[config.mk]
export PLATFORM = sky130hd
export DESIGN_NAME = inv_share_arbiter
export DESIGN_NICKNAME = d
export VERILOG_FILES = /design/src/rtl/inv_share_arbiter.sv
export SDC_FILE = /design/constraint.sdc
export NUM_CORES = 1
export LEC_CHECK = 0
export ABC_AREA = 0
export CAP_MARGIN = 20
export CORE_ASPECT_RATIO = 1.4
export CORE_UTILIZATION = 46
export CTS_CLUSTER_SIZE = 16
export DETAILED_ROUTE_END_ITERATION = 16
export GPL_TIMING_DRIVEN = 0
export PLACE_DENSITY = 0.8
export SLEW_MARGIN = 30
export SYNTH_ARGS = -nofsm -noshare
export SYNTH_HDL_FRONTEND = slang
export SYNTH_SLANG_ARGS = --single-unit
[constraint.sdc]
create_clock -name clk -period 4.2 [get_ports clk]
set_input_delay 0.84 -clock clk [delete_from_list [all_inputs] [get_ports clk]]
set_output_delay 0.84 -clock clk [all_outputs]
set_load 0.05 [all_outputs]
[src/rtl/inv_share_arbiter.sv]
// inv_share_arbiter
//   Round-robin arbiter and sequencer that shares one registered W-bit
//   inverter datapath between N requesters. The winner's operand is latched
//   at grant and held for SETTLE cycles. Its complement is then returned on
//   dout, together with a one-cycle done pulse to that requester.
//
// Ports
//   clk    in   rising-edge clock
//   rst_n  in   asynchronous active-low reset
//   req    in   [N]   per-requester level request
//   din    in   [N*W] operands, requester r owns din[r*W +: W]
//   gnt    out  [N]   one-hot grant, registered
//   busy   out  high whenever the sequencer is not idle
//   done   out  [N]   one-hot, one-cycle result-valid pulse
//   dout   out  [W]   result register, holds until the next result
//
// state  | meaning
// IDLE   | waiting for any request, arbitrates from ptr
// SETTLE | operand held; counter runs down to zero
// DONE   | result valid and done pulsing; grant released on exit
module inv_share_arbiter #(
    parameter int N      = 4,
    parameter int W      = 8,
    parameter int SETTLE = 2
) (
    input  logic           clk,
    input  logic           rst_n,
    input  logic [N-1:0]   req,
    input  logic [N*W-1:0] din,
    output logic [N-1:0]   gnt,
    output logic           busy,
    output logic [N-1:0]   done,
    output logic [W-1:0]   dout
);

    localparam int PW = (N > 1) ? $clog2(N) : 1;
    localparam int CW = 4;

    typedef enum logic [1:0] {
        S_IDLE   = 2'd0,
        S_SETTLE = 2'd1,
        S_DONE   = 2'd2
    } state_e;

    state_e        state_q, state_d;
    logic [PW-1:0] ptr_q, ptr_d;
    logic [PW-1:0] win_q, win_d;
    logic [CW-1:0] cnt_q, cnt_d;
    logic [W-1:0]  opnd_q, opnd_d;
    logic [W-1:0]  dout_q, dout_d;
    logic [N-1:0]  gnt_q, gnt_d;
    logic [N-1:0]  done_q, done_d;

    logic          found;
    logic [PW-1:0] pick;
    logic [W-1:0]  slice [N];

    for (genvar r = 0; r < N; r++) begin : g_slice
        assign slice[r] = din[r*W +: W];
    end

    // Search ptr, ptr+1, ..., wrapping mod N; the first set request wins.
    always_comb begin : rr_pick
        logic [PW:0]   sum;
        logic [PW-1:0] idx;
        found = 1'b0;
        pick  = '0;
        sum   = '0;
        idx   = '0;
        for (int i = 0; i < N; i++) begin
            sum = {1'b0, ptr_q} + (PW+1)'(i);
            if (sum >= (PW+1)'(N)) begin
                sum = sum - (PW+1)'(N);
            end
            idx = sum[PW-1:0];
            if (!found && req[idx]) begin
                found = 1'b1;
                pick  = idx;
            end
        end
    end

    always_comb begin
        state_d = state_q;
        ptr_d   = ptr_q;
        win_d   = win_q;
        cnt_d   = cnt_q;
        opnd_d  = opnd_q;
        dout_d  = dout_q;
        gnt_d   = gnt_q;
        done_d  = '0;
        case (state_q)
            S_IDLE: begin
                if (found) begin
                    gnt_d       = '0;
                    gnt_d[pick] = 1'b1;
                    win_d       = pick;
                    opnd_d      = slice[pick];
                    // The counter holds the remaining settle cycles minus one,
                    // so the result lands exactly SETTLE edges after grant.
                    cnt_d       = CW'(SETTLE - 1);
                    state_d     = S_SETTLE;
                end
            end
            S_SETTLE: begin
                if (cnt_q == '0) begin
                    dout_d  = ~opnd_q;
                    done_d  = gnt_q;
                    state_d = S_DONE;
                end else begin
                    cnt_d = cnt_q - 1'b1;
                end
            end
            S_DONE: begin
                gnt_d   = '0;
                ptr_d   = (win_q == PW'(N - 1)) ? '0 : win_q + 1'b1;
                state_d = S_IDLE;
            end
            default: begin
                gnt_d   = '0;
                state_d = S_IDLE;
            end
        endcase
    end

    always_ff @(posedge clk or negedge rst_n) begin
        if (!rst_n) begin
            state_q <= S_IDLE;
            ptr_q   <= '0;
            win_q   <= '0;
            cnt_q   <= '0;
            opnd_q  <= '0;
            dout_q  <= '0;
            gnt_q   <= '0;
            done_q  <= '0;
        end else begin
            state_q <= state_d;
            ptr_q   <= ptr_d;
            win_q   <= win_d;
            cnt_q   <= cnt_d;
            opnd_q  <= opnd_d;
            dout_q  <= dout_d;
            gnt_q   <= gnt_d;
            done_q  <= done_d;
        end
    end

    assign gnt  = gnt_q;
    assign done = done_q;
    assign dout = dout_q;
    assign busy = (state_q != S_IDLE);

endmodule

==> results.py <==
metrics = {
    "power_and_ir_drop": {
        "p_leak_nw": 1.080,
        "power_mw": 1.707,
        "powerDensity_nw_per_um2": 718.1,
        "ir_drop_mv": 0.4849,
    },
    "worst_setup_path": {
        "cp_max_fo": 5,
        "ff2ff_setup_slack_ns": 2.39,
        "max_stage_delay_ns": 0.71,
        "crit_family": "buffers and inverters",
        "start_kind": "register",
        "required_ns": 3.36,
        "cp.arrival_ns": 1.69,
        "cp_num_buf_inv": 1,
        "end_kind": "output pin",
        "crit_slowest_cell": "clkdlybuf4s50_1",
        "crit_chain": "or2_1 > clkdlybuf4s50_1",
        "critPathLaunch": "state_q[0]",
        "reg2reg_from": "cnt_q[0]",
        "setup.worst_path.class": "reg2out",
    },
    "floorplan": {
        "num_io_pins": 55,
        "row_count": 25,
        "initial_core_util": 0.4931,
        "dieArea_um2": 3939,
        "core_um2": 3441,
        "die_x_um": 53.33,
        "die_height_um": 73.86,
    },
    "timing": {
        "period_share": 0.6017,
        "tightest_slew_ns": 0.7355,
        "rsz0062_at_grt": "no",
        "setup_viol_count_final": 0,
        "setup_slack_ns": 1.673,
        "fmax_mhz": 395.7,
        "max_slew_margin": 0.5097,
        "hold_violations": 0,
        "final_max_slew_viol_count": 0,
        "fin_crit_ns": 2.527,
        "clock_skew_ns": 0.005166,
        "fin_tns_setup_ns": 0,
    },
    "clocking": {
        "worstSkewPairLatency_ns": 0.28,
        "cts-root-buf": "clkbuf_8",
        "clkSinkCount": 34,
        "cts_setup_buffers": 0,
        "ctsHoldBuffers": 0,
        "cts_buffer_depth": 2,
        "cts-resized-gates": 0,
        "cts_buffers": 5,
        "h-tree-depth": 2,
        "clkTransAtPathRegs_ns": 0.07,
        "cts_tree": "done",
    },
    "layout": {
        "drive_gt1_frac": 0.1150,
        "fin_area_um2": 2377,
        "final_common_cell": "clkdlybuf4s50_1",
        "syn_to_final_growth_pct": 40.12,
        "diodes": 0,
        "nets": 265,
        "final_cell_mix": "53 x clkdlybuf4s50_1, 34 x dfrtp_1, 28 x nand2_1",
    },
    "route": {
        "routed_wl_um": 3878,
        "first_pass_iters": 4,
        "via_per_inst": 5.492,
        "via_count": 1461,
        "ant_nets": 0,
        "wl_per_cell_um": 14.58,
        "drt-initial-drc-count": 20,
        "remaining_drc_errors": 0,
    },
    "placement": {
        "port_buffers": 54,
        "hpwl_um": 3132,
        "postPlaceCellArea_um2": 2282,
        "post-place-ws_ns": 1.491,
        "place.gp.congestion": 0.7813,
    },
    "logic_synthesis": {
        "syn_area_um2": 1697,
        "synth_nets": 204,
        "syn_inst": 164,
        "avgSynthCellArea_um2": 10.35,
        "ys_ff_latch": 34,
        "yosys_warnings": 0,
        "yosysUniqueCellTypes": 41,
        "yosysSeqAreaShare": 0.5015,
    },
    "global_route": {
        "track_usage": 0.2173,
        "grt_max_degree": 35,
        "grt_overflow": 0,
        "antenna_found_initial": 0,
        "grt_pass1_vias": 1451,
        "grt_pass1_wl_um": 6189,
    },
    "outcome": {
        "outcome": "finished clean",
    },
    "min_path": {
        "min_path_type": "reg2reg",
        "hp-start": "opnd_q[4]",
    },
    "run": {
        "cap_viol_max_count": 0,
    },
}
[where the power goes]
| part | switching, mW | total, mW | internal (mW) |
|---|---|---|---|
| Combinational | 0.547 | 0.897 | 0.349 |
| Sequential | 0.0957 | 0.563 | 0.468 |
| Clock | 0.116 | 0.247 | 0.132 |
| Total | 0.758 | 1.71 | 0.949 |
[through the flow]
| step | hold WS [ns] | util | std cells |
|---|---|---|---|
| after floorplan | 0.4394 | - | 164 |
| after global placement | 0.4527 | 0.6647 | 258 |
| after detailed placement | 0.4582 | 0.6633 | 258 |
| after CTS | 0.4678 | 0.6909 | 266 |
| after global routing | 0.5037 | 0.6909 | 266 |
| final | 0.4638 | 0.6909 | 266 |
[logic make-up (layout without fill, tap and decap cells)]
group	Yosys count	after routing	share of synthesized area
muxes	10	10	0.05974
xor gates and xnor gates	2	2	0.01033
DFF	34	34	0.5015
adders and majority gates	2	2	0.01475
and+or+nand+nor	62	62	0.1947
AOI/OAI and AO/OA	45	45	0.1859
buffers and inverters	9	71	0.03318
[area by class of cell]
type	instances	area, um2
Timing Repair Buffer	54	535.5
Buffer	5	41.29
Clock inverter	2	12.51
Inverter	4	15.01
Fill cell	292	1064
Sequential cell	34	850.8
Tap cell	40	50.05
Multi-Input combinational cell	121	789.5
Clock buffer	6	82.58
[sequential cells by signal (all words and copies together) (netlist names)]
| name | flops |
|---|---|
| opnd_q | 8 |
| state_q | 2 |
| cnt_q | 4 |
| done | 4 |
| ptr_q | 2 |
| win_q | 2 |
| dout | 8 |
| gnt | 4 |
[routing by layer]
layer,track usage,vias to the layer above,routed length (um)
li1,-,707,-
met1,0.2427,706,1569
met2,0.3931,42,2103
met3,0.04348,6,144
met4,0.07895,0,61
met5,0,-,0
[final timing paths]
check                            endpoint  cells past startpoint
worst max register to register    dout[2]                      6
worst min register to register    dout[4]                      1
worst min-delay path              dout[4]                      1
worst max-delay path                 busy                      2
max in group asynchronous       opnd_q[7]                      1
min in group asynchronous        cnt_q[0]                      1
[synthesized netlist by cell type]
cell type	n	area share
a21boi_0	8	0.035
a21boi_1	1	0.0044
a21oi_1	1	0.0029
a21oi_4	1	0.0096
a221o_1	1	0.0059
a22o_1	2	0.010
a2bb2oi_2	1	0.0088
and2_2	1	0.0044
and2b_1	1	0.0044
and3_1	7	0.026
and3_2	5	0.022
buf_2	1	0.0029
buf_4	1	0.0044
buf_6	1	0.0066
clkbuf_1	1	0.0022
clkbuf_8	1	0.0081
dfrtp_1	34	0.50
ha_1	2	0.015
inv_1	4	0.0088
mux2_2	1	0.0066
mux2i_1	9	0.053
nand2_1	28	0.062
nand2_8	1	0.012
nand2b_1	3	0.011
nand3_1	1	0.0029
nor2_1	7	0.015
nor2b_1	2	0.0074
nor3b_2	1	0.0074
nor4_1	2	0.0074
o211ai_1	8	0.035
o21ai_0	16	0.047
o21ai_1	2	0.0059
o21bai_2	1	0.0066
o22ai_1	1	0.0037
o311ai_1	1	0.0052
o31ai_1	1	0.0044
or2_0	1	0.0037
or2_1	1	0.0037
or3b_2	1	0.0052
xnor2_1	1	0.0052
xor2_1	1	0.0052
Note: power is estimated with default switching activity, not from simulation.
